### src/rtl/frame_scan_ctrl.sv
// frame_scan_ctrl: raster scan sequencer. After a start request it offers one
// (col,row) beat per accepted handshake, walking IMG_W pixels per line and IMG_H
// lines per frame. It inserts LINE_GAP idle cycles between lines, then pulses
// frame_done for one cycle and counts the completed frame.
//
// Ports
//   clk_i          rising-edge clock
//   reset_i        asynchronous active-high reset, clears all state
//   start_i        frame request, honoured only while idle
//   abort_i        synchronous abandon of the current frame
//   pix_ready_i    downstream accepts the offered beat
//   pix_valid_o    beat (col_o,row_o) is offered
//   col_o, row_o   current pixel column / line index
//   sof_o          beat at col=0,row=0
//   eol_o          beat at the last column
//   eof_o          beat at the last column of the last line
//   busy_o         high whenever not idle
//   frame_done_o   one-cycle pulse after the last beat of a completed frame
//   frame_cnt_o    completed-frame count, wraps at 16 bits
module frame_scan_ctrl #(
  parameter int unsigned IMG_W    = 640,
  parameter int unsigned IMG_H    = 640,
  parameter int unsigned LINE_GAP = 4
) (
  input  logic        clk_i,
  input  logic        reset_i,
  input  logic        start_i,
  input  logic        abort_i,
  input  logic        pix_ready_i,
  output logic        pix_valid_o,
  output logic [9:0]  col_o,
  output logic [9:0]  row_o,
  output logic        sof_o,
  output logic        eol_o,
  output logic        eof_o,
  output logic        busy_o,
  output logic        frame_done_o,
  output logic [15:0] frame_cnt_o
);

  typedef enum logic [1:0] {StIdle, StScan, StGap, StDone} state_e;

  localparam logic [9:0] ColLast = 10'(IMG_W - 1);
  localparam logic [9:0] RowLast = 10'(IMG_H - 1);
  localparam bit         HasGap  = (LINE_GAP != 0);
  // With no gap the GAP state is unreachable, so the terminal value is irrelevant.
  localparam logic [7:0] GapLast = HasGap ? 8'(LINE_GAP - 1) : 8'd0;

  state_e      state_q, state_d;
  logic [9:0]  col_q, col_d;
  logic [9:0]  row_q, row_d;
  logic [7:0]  gap_q, gap_d;
  logic [15:0] cnt_q, cnt_d;

  // State register
  always_ff @(posedge clk_i or posedge reset_i) begin
    if (reset_i) begin
      state_q <= StIdle;
      col_q   <= '0;
      row_q   <= '0;
      gap_q   <= '0;
      cnt_q   <= '0;
    end else begin
      state_q <= state_d;
      col_q   <= col_d;
      row_q   <= row_d;
      gap_q   <= gap_d;
      cnt_q   <= cnt_d;
    end
  end

  // Next-state logic
  always_comb begin
    state_d = state_q;
    col_d   = col_q;
    row_d   = row_q;
    gap_d   = gap_q;
    cnt_d   = cnt_q;
    unique case (state_q)
      StIdle: begin
        col_d = '0;
        row_d = '0;
        gap_d = '0;
        // Abort beats a simultaneous start.
        if (start_i && !abort_i) state_d = StScan;
      end
      StScan: begin
        if (abort_i) begin
          state_d = StIdle;
          col_d   = '0;
          row_d   = '0;
        end else if (pix_ready_i) begin
          if (col_q != ColLast) begin
            col_d = col_q + 10'd1;
          end else begin
            col_d = '0;
            gap_d = '0;
            if (row_q != RowLast) begin
              row_d   = row_q + 10'd1;
              state_d = HasGap ? StGap : StScan;
            end else begin
              row_d   = '0;
              state_d = StDone;
            end
          end
        end
      end
      StGap: begin
        if (abort_i) begin
          state_d = StIdle;
          col_d   = '0;
          row_d   = '0;
          gap_d   = '0;
        end else if (gap_q == GapLast) begin
          state_d = StScan;
          gap_d   = '0;
        end else begin
          gap_d = gap_q + 8'd1;
        end
      end
      StDone: begin
        state_d = StIdle;
        // An abort landing on the done cycle voids the frame.
        if (!abort_i) cnt_d = cnt_q + 16'd1;
      end
      default: state_d = StIdle;
    endcase
  end

  // Outputs
  always_comb begin
    pix_valid_o  = (state_q == StScan);
    busy_o       = (state_q != StIdle);
    frame_done_o = (state_q == StDone) && !abort_i;
    col_o        = col_q;
    row_o        = row_q;
    sof_o        = pix_valid_o && (col_q == '0) && (row_q == '0);
    eol_o        = pix_valid_o && (col_q == ColLast);
    eof_o        = eol_o && (row_q == RowLast);
    frame_cnt_o  = cnt_q;
  end

endmodule
### config.mk
export PLATFORM = sky130hd
export DESIGN_NAME = frame_scan_ctrl
export DESIGN_NICKNAME = d
export VERILOG_FILES = /design/src/rtl/frame_scan_ctrl.sv
export SDC_FILE = /design/constraint.sdc
export NUM_CORES = 1
export LEC_CHECK = 0
export CORE_MARGIN = 3
export CORE_UTILIZATION = 30
export DETAILED_ROUTE_END_ITERATION = 7
export GPL_ROUTABILITY_DRIVEN = 0
export HOLD_SLACK_MARGIN = 0.03
export PLACE_DENSITY = 0.54
export SYNTH_ARGS = -nofsm -noshare
export SYNTH_HDL_FRONTEND = slang
export SYNTH_SLANG_ARGS = --single-unit
### constraint.sdc
create_clock -name clk_i -period 2 [get_ports clk_i]
set_clock_uncertainty 0.2 [all_clocks]
set_input_delay 0.2 -clock clk_i [delete_from_list [all_inputs] [get_ports clk_i]]
set_output_delay 0.2 -clock clk_i [all_outputs]
set_load 0.05 [all_outputs]
==> qor.txt, run 1 <==
Core area: 7888 sq um
Grt total ovfl: 0
Worst Tran Pin Value: 609.8 ps
Hold Path Class: reg -> reg
Fin cells: 479
Crit Path Max Fanout: 7
First-pass GRT wire length: 11.21 mm
Area growth, synth to finish: 64.34%
Synth Register Bits: 46
Hold depth: 1
Reg2reg path depth: 7
WL/cell: 14.12 um
Synth Instances: 255
Post-DRT Antenna Nets: 0
Setup violators final: 6
Initial antenna violation count: 0
Register clock-pin slew on the reported worst setup and hold paths: 90 ps
Hold Vio Cnt, Final: 0
I/O Pins: 47
GRT Util Overall: 0.1441
Number of flops mapped to enable cells by yosys: 0
Critical path class: reg -> reg
Post-place instance area: 3516 sq um
Cell Pwr Density: 420.1 nW/um^2
CTS sink cnt: 46
Root Driver: clkbuf_8
H-tree levels: 2
Status: finished with violations
Final instance area: 4071 sq um
Async S/R FF share, synth: 1.000
DRT Wirelength: 6.764 mm
Synth Flop Type: dfrtp_1
Vias: 2,331
Highest clock rate: 0.4863 GHz
Req. time, crit path: 1990 ps
GRT busiest layer: met2
Detail-routed via count per cell: 4.866
Most common cell in the netlist: dfrtp_1
Crit start category: flop
IO Port Bufs: 46
Area leader, netlist: dfrtp_1
Synth unique cells: 48
Cell Rows: 32
DRC: 0
Violated checks: setup timing
R2R Setup Slk: -60 ps
CP Capture Type: flop
Syn_nets: 266
RSZ-0062 raised after global routing: yes
Clock period minus worst slack: 2056 ps
Inst Count DP: 450
Met3 GRT Util: 0.02451
Rel. slew slack: 0.5909
Max Root-Sink Buffers: 2
Pre-Repair DR Iteration Count: 4
Starting DRT DRC Count: 64
Die area: 9385 sq um
Register area share after synthesis: 0.4646
Die X: 96.88 um
Die height: 96.88 um
Worst setup slack after layout: -56.47 ps
Total CTS buffers: 5
Fin. max-slew vios: 0
CTS tree: built
VDD IR max: 0.2426 mV
Mapped Area: 2477 sq um
Crit path DAT: 2040 ps
Layout cell share with drive strength beyond 1: 0.4377
Top-area cell type share of the netlist area: 0.4646
GR Util met2: 0.2436
Worst skew pair latency: 300 ps
Max-capacitance violation count: 0
Ant diodes: 0
Leak: 1.996 nW
Final worst path period share: 1.028
HPWL after detailed placement: 4.946 mm
Number of global-route vias before repair: 2,257
Synth area leaders: dfrtp_1 (46%), xnor2_1 (4.9%), nor2_1 (4.2%)
Yosys warns: 0
Synth top cells by count: dfrtp_1 (46), nor2_1 (28), nand2_1 (20)
M1 GR Usage: 0.1913
Fin nets: 387
Synthesized area per cell: 9.715 sq um
Pin count of the biggest net entering global routing: 24
Initial core utilization: 0.3141
==> stage by stage <==
| step | hold slack, ps | worst slack (ps) | TNS (ps) | power, mW | utilization |
|---|---|---|---|---|---|
| floorplan | 127.7 | -112.3 | -904.9 | 1.040 | - |
| global placement | 260.6 | -146.7 | -2345 | 1.124 | 0.4457 |
| detailed placement | 263.6 | -171.3 | -2850 | 1.124 | 0.4457 |
| CTS | 279.8 | -41.16 | -101.2 | 1.724 | 0.4794 |
| global route | 308.4 | -174.5 | -1263 | 1.799 | 0.5162 |
| finish | 270.3 | -56.47 | -225.4 | 1.710 | 0.5162 |
==> sequential cells by signal (all words and copies together) (netlist names) <==
name and cells:
col_o 10, frame_cnt_o 16, gap_q 8, row_o 10, state_q 2
==> timing repair <==
item,CTS,global route
setup buffers,12,11
hold buffers,1,0
pin swaps,5,14
endpoints found under the setup margin,14,30
hold endpoints to repair,13,0
gates resized for setup,28,56
==> cell families after synthesis <==
logic type	Yosys count	synth area share
multiplexers	1	0.004545
buffers and inverters	18	0.03232
AND/OR/NAND/NOR	113	0.2495
AO/OA/AOI/OAI	47	0.1338
flip-flops	46	0.4646
XOR/XNOR	24	0.08485
adder cells (fa/ha/maj)	6	0.03030
==> worst paths after layout <==
kind	from	end
min in group asynchronous	reset_i	frame_cnt_o[10]
setup reg to reg	gap_q[0]	gap_q[6]
max in group asynchronous	reset_i	frame_cnt_o[9]
hold reg to reg	frame_cnt_o[15]	frame_cnt_o[15]
hold / removal	frame_cnt_o[15]	frame_cnt_o[15]
setup / recovery	gap_q[0]	gap_q[6]
==> routing by layer <==
metal  wire length, um  vias to the layer above
met2              3506                       35
met1              3022                     1125
met3               175                        6
met5                 0                        -
li1                  -                     1165
met4                59                        0
==> layout by cell type (no fill, tap or decap), types with 4 or more instances in the layout <==
master           netlist  layout
clkdlybuf4s50_1        0      12
xor2_1                10      10
nand3_1               12      11
dlygate4sd2_1          0       4
dfrtp_1               46      33
dlymetal6s2s_1         0       9
ha_4                   0       4
nor2_1                28      19
inv_1                 11       6
buf_12                 0       6
nand4_1               12      12
nor2_4                 0       6
dfrtp_2                0      13
nand2_1               20      19
and3_1                 5       5
clkbuf_8               0       5
buf_6                  0      14
buf_4                  2      75
o21ai_1               10      11
o21ai_0               13       9
xnor2_1               14      14
==> report_power, final <==
group	switching, mW	internal (mW)	total, mW
registers	0.00300	0.933	0.936
logic	0.106	0.0893	0.196
clock network	0.329	0.250	0.579
total	0.438	1.27	1.71
==> critical path, stage by stage, from the launching register on <==
cell and delay, ps:
dfrtp_1 360, ha_2 180, or4b_4 480, o41ai_4 260, buf_6 210, a31oi_2 50, o21ai_1 130, o21ai_1 70
==> cell type report <==
type	count	area (sq um)
fillers	698	3816
multi-input cells	191	1514
flip-flops and latches	46	1167
repair buffers	121	1119
well taps	102	127.6
clock buffers	5	68.82
inverters	11	51.30
clock inverters	3	23.77
Power figures use the tool's default switching activity.
==> inputs of run 2 (changes only) <==
--- a/config.mk
+++ b/config.mk
@@ -8,9 +8,10 @@
 export CORE_MARGIN = 3
 export CORE_UTILIZATION = 30
 export DETAILED_ROUTE_END_ITERATION = 7
+export DONT_BUFFER_PORTS = 1
 export GPL_ROUTABILITY_DRIVEN = 0
 export HOLD_SLACK_MARGIN = 0.03
-export PLACE_DENSITY = 0.54
+export PLACE_DENSITY = 0.46
 export SYNTH_ARGS = -nofsm -noshare
 export SYNTH_HDL_FRONTEND = slang
 export SYNTH_SLANG_ARGS = --single-unit
==> run 2 against run 1 <==
The flow still finishes with violations (setup timing); combinational power down 17%; wire length grew 2.3%; via count fell by 5.6%; hold slack lost 150 ps; sequential cell count unchanged; final area shrank 9.5%; fmax down 0.79%; setup slack worse by 16 ps; sequential power is essentially flat; count of clock-buffer cells in the layout is the same; critical path type is now reg -> out; critical endpoint is now sof_o.
==> qor.txt, run 2 (synthesis results as in run 1) <==
First-pass GRT wire length: 11.32 mm (+0.98%)
Core area: 7888 sq um (unchanged)
Post-DRT Antenna Nets: 0 (unchanged)
Max Root-Sink Buffers: 2 (unchanged)
CP dominant cell by count: buf_12
Area of the multi-input gates: 1466 sq um (-3.1%)
Setup violators final: 6 (unchanged)
Req. time, crit path: 1600 ps (-390 ps)
DRC: 0 (unchanged)
Final core occ: 0.4673 (-0.04886)
Highest-count cells in the layout ignoring fill and taps: buf_4 (68), dfrtp_1 (35), nor2_1 (20)
HPWL after detailed placement: 5.038 mm (+1.9%)
Area growth, synth to finish: 48.79%
Sequential cell area: 1165 sq um (-0.21%)
Die height: 96.88 um (unchanged)
Rel. slew slack: 0.6388 (+0.04792)
Status: finished with violations
Hold Vio Cnt, Final: 0 (unchanged)
Hold_ws: 123.4 ps (-146.9 ps)
Highest clock rate: 0.4824 GHz (-0.79%)
IO Port Bufs: 0 (-100%)
Crit path buffers/inverters: 3 (+2)
Critical path class: reg -> out
Die X: 96.88 um (unchanged)
RSZ-0062 raised after global routing: yes
Worst path slowest cell: dfrtp_2
Cell Rows: 32 (unchanged)
I/O Pins: 47 (unchanged)
CTS tree: built
Worst path max stage delay: 460 ps (-20 ps)
Vias: 2,200 (-5.6%)
Pre-Repair DR Iteration Count: 4 (unchanged)
Initial core utilization: 0.3141 (unchanged)
Fin nets: 350 (-9.6%)
Max FFs per register: 16 (unchanged)
Clock period minus worst slack: 2073 ps (+16.38 ps)
Top Family by Delay on Critical Path: flip-flops
Grt total ovfl: 0 (unchanged)
Total CTS buffers: 5 (unchanged)
GRT Util Overall: 0.1486 (+0.004485)
WL/cell: 15.65 um (+11%)
Root Driver: clkbuf_8
Crit path DAT: 1670 ps (-370 ps)
Initial antenna violation count: 0 (unchanged)
Violated checks: setup timing
Starting DRT DRC Count: 73 (+14%)
Worst path cell trace: buf_12 -> clkinv_8 -> ha_4 -> nor4b_4 -> and4_4 -> buf_12
Fill count: 743 (+6.4%)
Hold Path Class: in -> reg
Register clock-pin slew on the reported worst setup and hold paths: 90 ps (about the same)
CP Capture Type: primary output
Max-capacitance violation count: 0 (unchanged)
Leak: 1.665 nW (-17%)
Power Total: 1.809 mW (+5.7%)
Worst setup slack after layout: -72.84 ps (-16.38 ps)
Pin count of the biggest net entering global routing: 27 (+13%)
Layout cell share with drive strength beyond 1: 0.4147 (-0.02296)
Ant diodes: 0 (unchanged)
Fin. max-slew vios: 0 (unchanged)
Worst Tran Pin Value: 541.7 ps (-68.10 ps)
Worst skew pair latency: 300 ps (about the same)
DRT Wirelength: 6.919 mm (+2.3%)
Die area: 9385 sq um (unchanged)
H-tree levels: 2 (unchanged)
Cell Pwr Density: 490.7 nW/um^2 (+17%)
Crit start category: flop
Crit Path Max Fanout: 4 (-3)
Number of global-route vias before repair: 2,255 (-0.089%)
VDD IR max: 0.2637 mV (+8.7%)
Leading cell type in the layout, fill and taps excluded: buf_4
Detail-routed via count per cell: 4.977 (+2.3%)
CTS sink cnt: 46 (unchanged)
Final worst path period share: 1.036 (+0.008188)
run 2: cell count changes in the layout (fill, tap and decap cells not counted), moves of 3 or more:
cell | previous run | this run
dlymetal6s2s_1 | 9 | 0
dlygate4sd3_1 | 1 | 4
clkdlybuf4s50_1 | 12 | 0
buf_4 | 75 | 68
buf_6 | 14 | 5
dlygate4sd2_1 | 4 | 0
run 2: worst register-to-register path, cell delays in order, from the launching register on:
cell	delay (ps)
dfrtp_1	420
nor2_4	180
buf_6	130
buf_4	110
a41oi_4	160
or4b_4	520
xor2_1	140
nor2_1	50
run 2: what timing repair did:
item | in CTS | in global routing
pin swaps | 7 | 13
setup endpoints to repair | 5 | 25
hold buffers | 4 | 0
gates resized for setup | 29 | 31
endpoints found under the hold margin | 53 | 0
setup buffers | 9 | 4
run 2: metrics by stage:
stage / setup WS [ps] / TNS, ps / instance area, sq um / cells
global route: -132.4 / -1196 / 3686 / 442
floorplan: -112.3 / -904.9 / 2546 / 255
finish: -72.84 / -163.1 / 3686 / 442
global placement: 34.35 / 0 / 3188 / 418
CTS: -85.75 / -171.5 / 3536 / 438
detailed placement: 15.33 / 0 / 3188 / 418
run 2: path summary, 6_finish.rpt:
kind	slack, ps	to	start	cells after the start
max	-70	sof_o	row_o[1]	6
min	120	frame_cnt_o[8]	abort_i	3
max reg2reg	-30	row_o[8]	col_o[7]	7
min reg2reg	320	frame_cnt_o[14]	frame_cnt_o[14]	1
max in group asynchronous	910	col_o[3]	reset_i	3
min in group asynchronous	180	gap_q[6]	reset_i	2
run 2: area by class of cell:
cell class,count,share of cell area
Clock buffer,5,0.01867
Clock inverter,3,0.01222
Inverter,11,0.01799
Multi-Input combinational cell,191,0.3978
Sequential cell,46,0.3160
Tap cell,102,0.03462
Timing Repair Buffer,84,0.2026
run 2: power breakdown:
group	leakage [nW]	switching (mW)	internal, mW	total, mW
combinational	0.992	0.101	0.0621	0.163
sequential	0.623	0.00385	0.933	0.936
clock	0.0504	0.337	0.372	0.709
run 2: layer usage:
metal | vias to the layer above | part of all wire | routed length [um] | global-route usage
met5 | - | 0 | 0 | 0
met4 | 0 | 0.019 | 134 | 0.05616
met3 | 12 | 0.055 | 384 | 0.04110
met2 | 44 | 0.47 | 3277 | 0.2309
met1 | 1061 | 0.45 | 3123 | 0.1967
li1 | 1083 | - | - | -
==> inputs of run 3 (changes only) <==
--- a/config.mk
+++ b/config.mk
@@ -11,7 +11,7 @@
 export DONT_BUFFER_PORTS = 1
 export GPL_ROUTABILITY_DRIVEN = 0
 export HOLD_SLACK_MARGIN = 0.03
-export PLACE_DENSITY = 0.46
+export PLACE_DENSITY = 0.45
 export SYNTH_ARGS = -nofsm -noshare
 export SYNTH_HDL_FRONTEND = slang
 export SYNTH_SLANG_ARGS = --single-unit
==> constraint.sdc (replaced) <==
create_clock -name clk_i -period 2.3 [get_ports clk_i]
set_clock_uncertainty 0.2 [all_clocks]
set_input_delay 0.23 -clock clk_i [delete_from_list [all_inputs] [get_ports clk_i]]
set_output_delay 0.23 -clock clk_i [all_outputs]
set_load 0.05 [all_outputs]
==> run 3 against run 2 <==
The run now ends clean; critical path depth shrank 1; sequential power shrank 13%; count of clock-buffer cells in the layout rose by 2; critical path type unchanged.
==> qor.txt, run 3 (synthesis results as in run 1) <==
Starting DRT DRC Count: 78 (+6.8%)
Pin count of the biggest net entering global routing: 19 (-30%)
Setup crit end: eof_o
Leading cell type in the layout, fill and taps excluded: buf_4
IO Port Bufs: 0 (unchanged)
Highest clock rate: 0.4496 GHz
Rel. slew slack: 0.6557 (+0.01688)
Crit. Startpoint: row_o[1]
RR Endpoint: row_o[8]
Fin cells: 411 (-7.0%)
Initial core utilization: 0.3141 (unchanged)
WL/cell: 14.74 um (-5.8%)
Layout cell share with drive strength beyond 1: 0.2654 (-0.1493)
Max FFs per register: 16 (unchanged)
Post-DRT Antenna Nets: 0 (unchanged)
Fin. max-slew vios: 0 (unchanged)
Initial antenna violation count: 0 (unchanged)
R2R Setup Slk: 180 ps (+210 ps)
HPWL after detailed placement: 4.645 mm (-7.8%)
CTS tree: built
Register clock-pin slew on the reported worst setup and hold paths: 80 ps (about the same)
Critical path class: reg -> out
CP Capture Type: primary output
Detail-routed via count per cell: 4.881 (-1.9%)
Inst Count DP: 398 (-4.8%)
Die X: 96.88 um (unchanged)
Worst skew pair latency: 300 ps (about the same)
VDD IR max: 0.1818 mV (-31%)
CTS sink cnt: 46 (unchanged)
Grt total ovfl: 0 (unchanged)
Reg2reg path depth: 5 (-2)
Worst Tran Pin Value: 514.5 ps (-27.22 ps)
Pre-Repair DR Iteration Count: 4 (unchanged)
RR Startpoint: state_q[1]
Status: finished, final reports clean
Crit Path Max Fanout: 5 (+1)
RSZ-0062 raised after global routing: no
Cell Rows: 32 (unchanged)
Ant diodes: 0 (unchanged)
Highest-count cells in the layout ignoring fill and taps: buf_4 (47), dfrtp_1 (42), nor2_1 (26)
Hold Vio Cnt, Final: 0 (unchanged)
Crit start category: flop
Crit path DAT: 1790 ps (+120 ps)
Fill count: 763 (+2.7%)
Max-capacitance violation count: 0 (unchanged)
DRT Wirelength: 6.060 mm (-12%)
GRT Util Overall: 0.1335 (-0.01509)
Vias: 2,006 (-8.8%)
Setup violators final: 0 (-6)
H-tree levels: 2 (unchanged)
Root Driver: clkbuf_8
Die area: 9385 sq um (unchanged)
Cell Pwr Density: 455.9 nW/um^2 (-7.1%)
Final worst path period share: 0.9670
Area growth, synth to finish: 27.32%
Die height: 96.88 um (unchanged)
I/O Pins: 47 (unchanged)
Leak: 1.442 nW (-13%)
First-pass GRT wire length: 10.41 mm (-8.0%)
Clock period minus worst slack: 2224 ps
Req. time, crit path: 1870 ps (+270 ps)
Number of global-route vias before repair: 1,975 (-12%)
Setup TNS: 0 ps (+163.1 ps)
Hold Path Class: in -> reg
Fin nets: 319 (-8.9%)
Core area: 7888 sq um (unchanged)
Max Root-Sink Buffers: 2 (unchanged)
Total CTS buffers: 5 (unchanged)
DRC: 0 (unchanged)
==> run 3: cell count changes in the layout (fill, tap and decap cells not counted), moves of 5 or more <==
cell and delta:
dfrtp_2 -7, nor2_1 +6, buf_4 -21, buf_6 -5, dfrtp_1 +7
==> run 3: repair_timing <==
item	in CTS	in global routing
endpoints found under the setup margin	3	3
pin swaps	0	2
resized for setup	3	7
endpoints found under the hold margin	48	0
buffers inserted	0	2
hold buffers	3	0
==> run 3: critical path, cell delays in order (launching register included) <==
cell and delay [ps]:
dfrtp_1 370, ha_1 200, nand3_2 140, nand3b_1 300, nor3_4 320, buf_12 170
==> run 3: layer usage <==
| layer | vias to the layer above | wire length, um | track usage |
|---|---|---|---|
| met3 | 2 | 305 | 0.03461 |
| met1 | 947 | 2941 | 0.1894 |
| met4 | 0 | 35 | 0.03240 |
| met2 | 35 | 2779 | 0.2033 |
| met5 | - | 0 | 0 |
| li1 | 1022 | - | - |
==> run 3: metrics by stage <==
stage / power, mW / util / hold slack [ps] / instance area (sq um) / setup WS [ps]
2_1_floorplan: 0.9031 / - / 157.7 / 2495 / 0.5909
3_3_place_gp: 0.9366 / 0.3780 / -85.49 / 2982 / 191.1
3_5_place_dp: 0.9360 / 0.3780 / -80.79 / 2982 / 180.4
4_1_cts: 1.471 / 0.3945 / 33.58 / 3112 / 3.733
5_1_grt: 1.510 / 0.3999 / 69.39 / 3154 / 8.113
6_report: 1.438 / 0.3999 / 43.40 / 3154 / 75.83
==> run 3: cell type report <==
type,instances,area (sq um),share of cell area
well taps,102,127.6,0.04046
repair buffers,53,442.9,0.1404
clock inverters,1,5.005,0.001587
clock buffers,7,86.33,0.02737
multi-input cells,191,1295,0.4106
flip-flops and latches,46,1156,0.3665
inverters,11,41.29,0.01309
==> run 3: power by group <==
group / leakage (nW) / internal (mW) / switching, mW / total (mW)
clock: 0.0482 / 0.243 / 0.269 / 0.512
combinational: 0.759 / 0.0348 / 0.0752 / 0.110
sequential: 0.635 / 0.811 / 0.00458 / 0.816
total: 1.44 / 1.09 / 0.349 / 1.44
==> run 3: worst min-delay path by stage <==
stage | cells past startpoint | start | endpoint | slack [ps]
floorplan | 1 | pix_ready_i | state_q[0] | 160
global placement | 1 | reset_i | frame_cnt_o[14] | -90
detailed placement | 1 | reset_i | frame_cnt_o[15] | -80
CTS | 4 | start_i | state_q[0] | 30
global route | 4 | abort_i | gap_q[2] | 70
finish | 4 | start_i | state_q[0] | 40
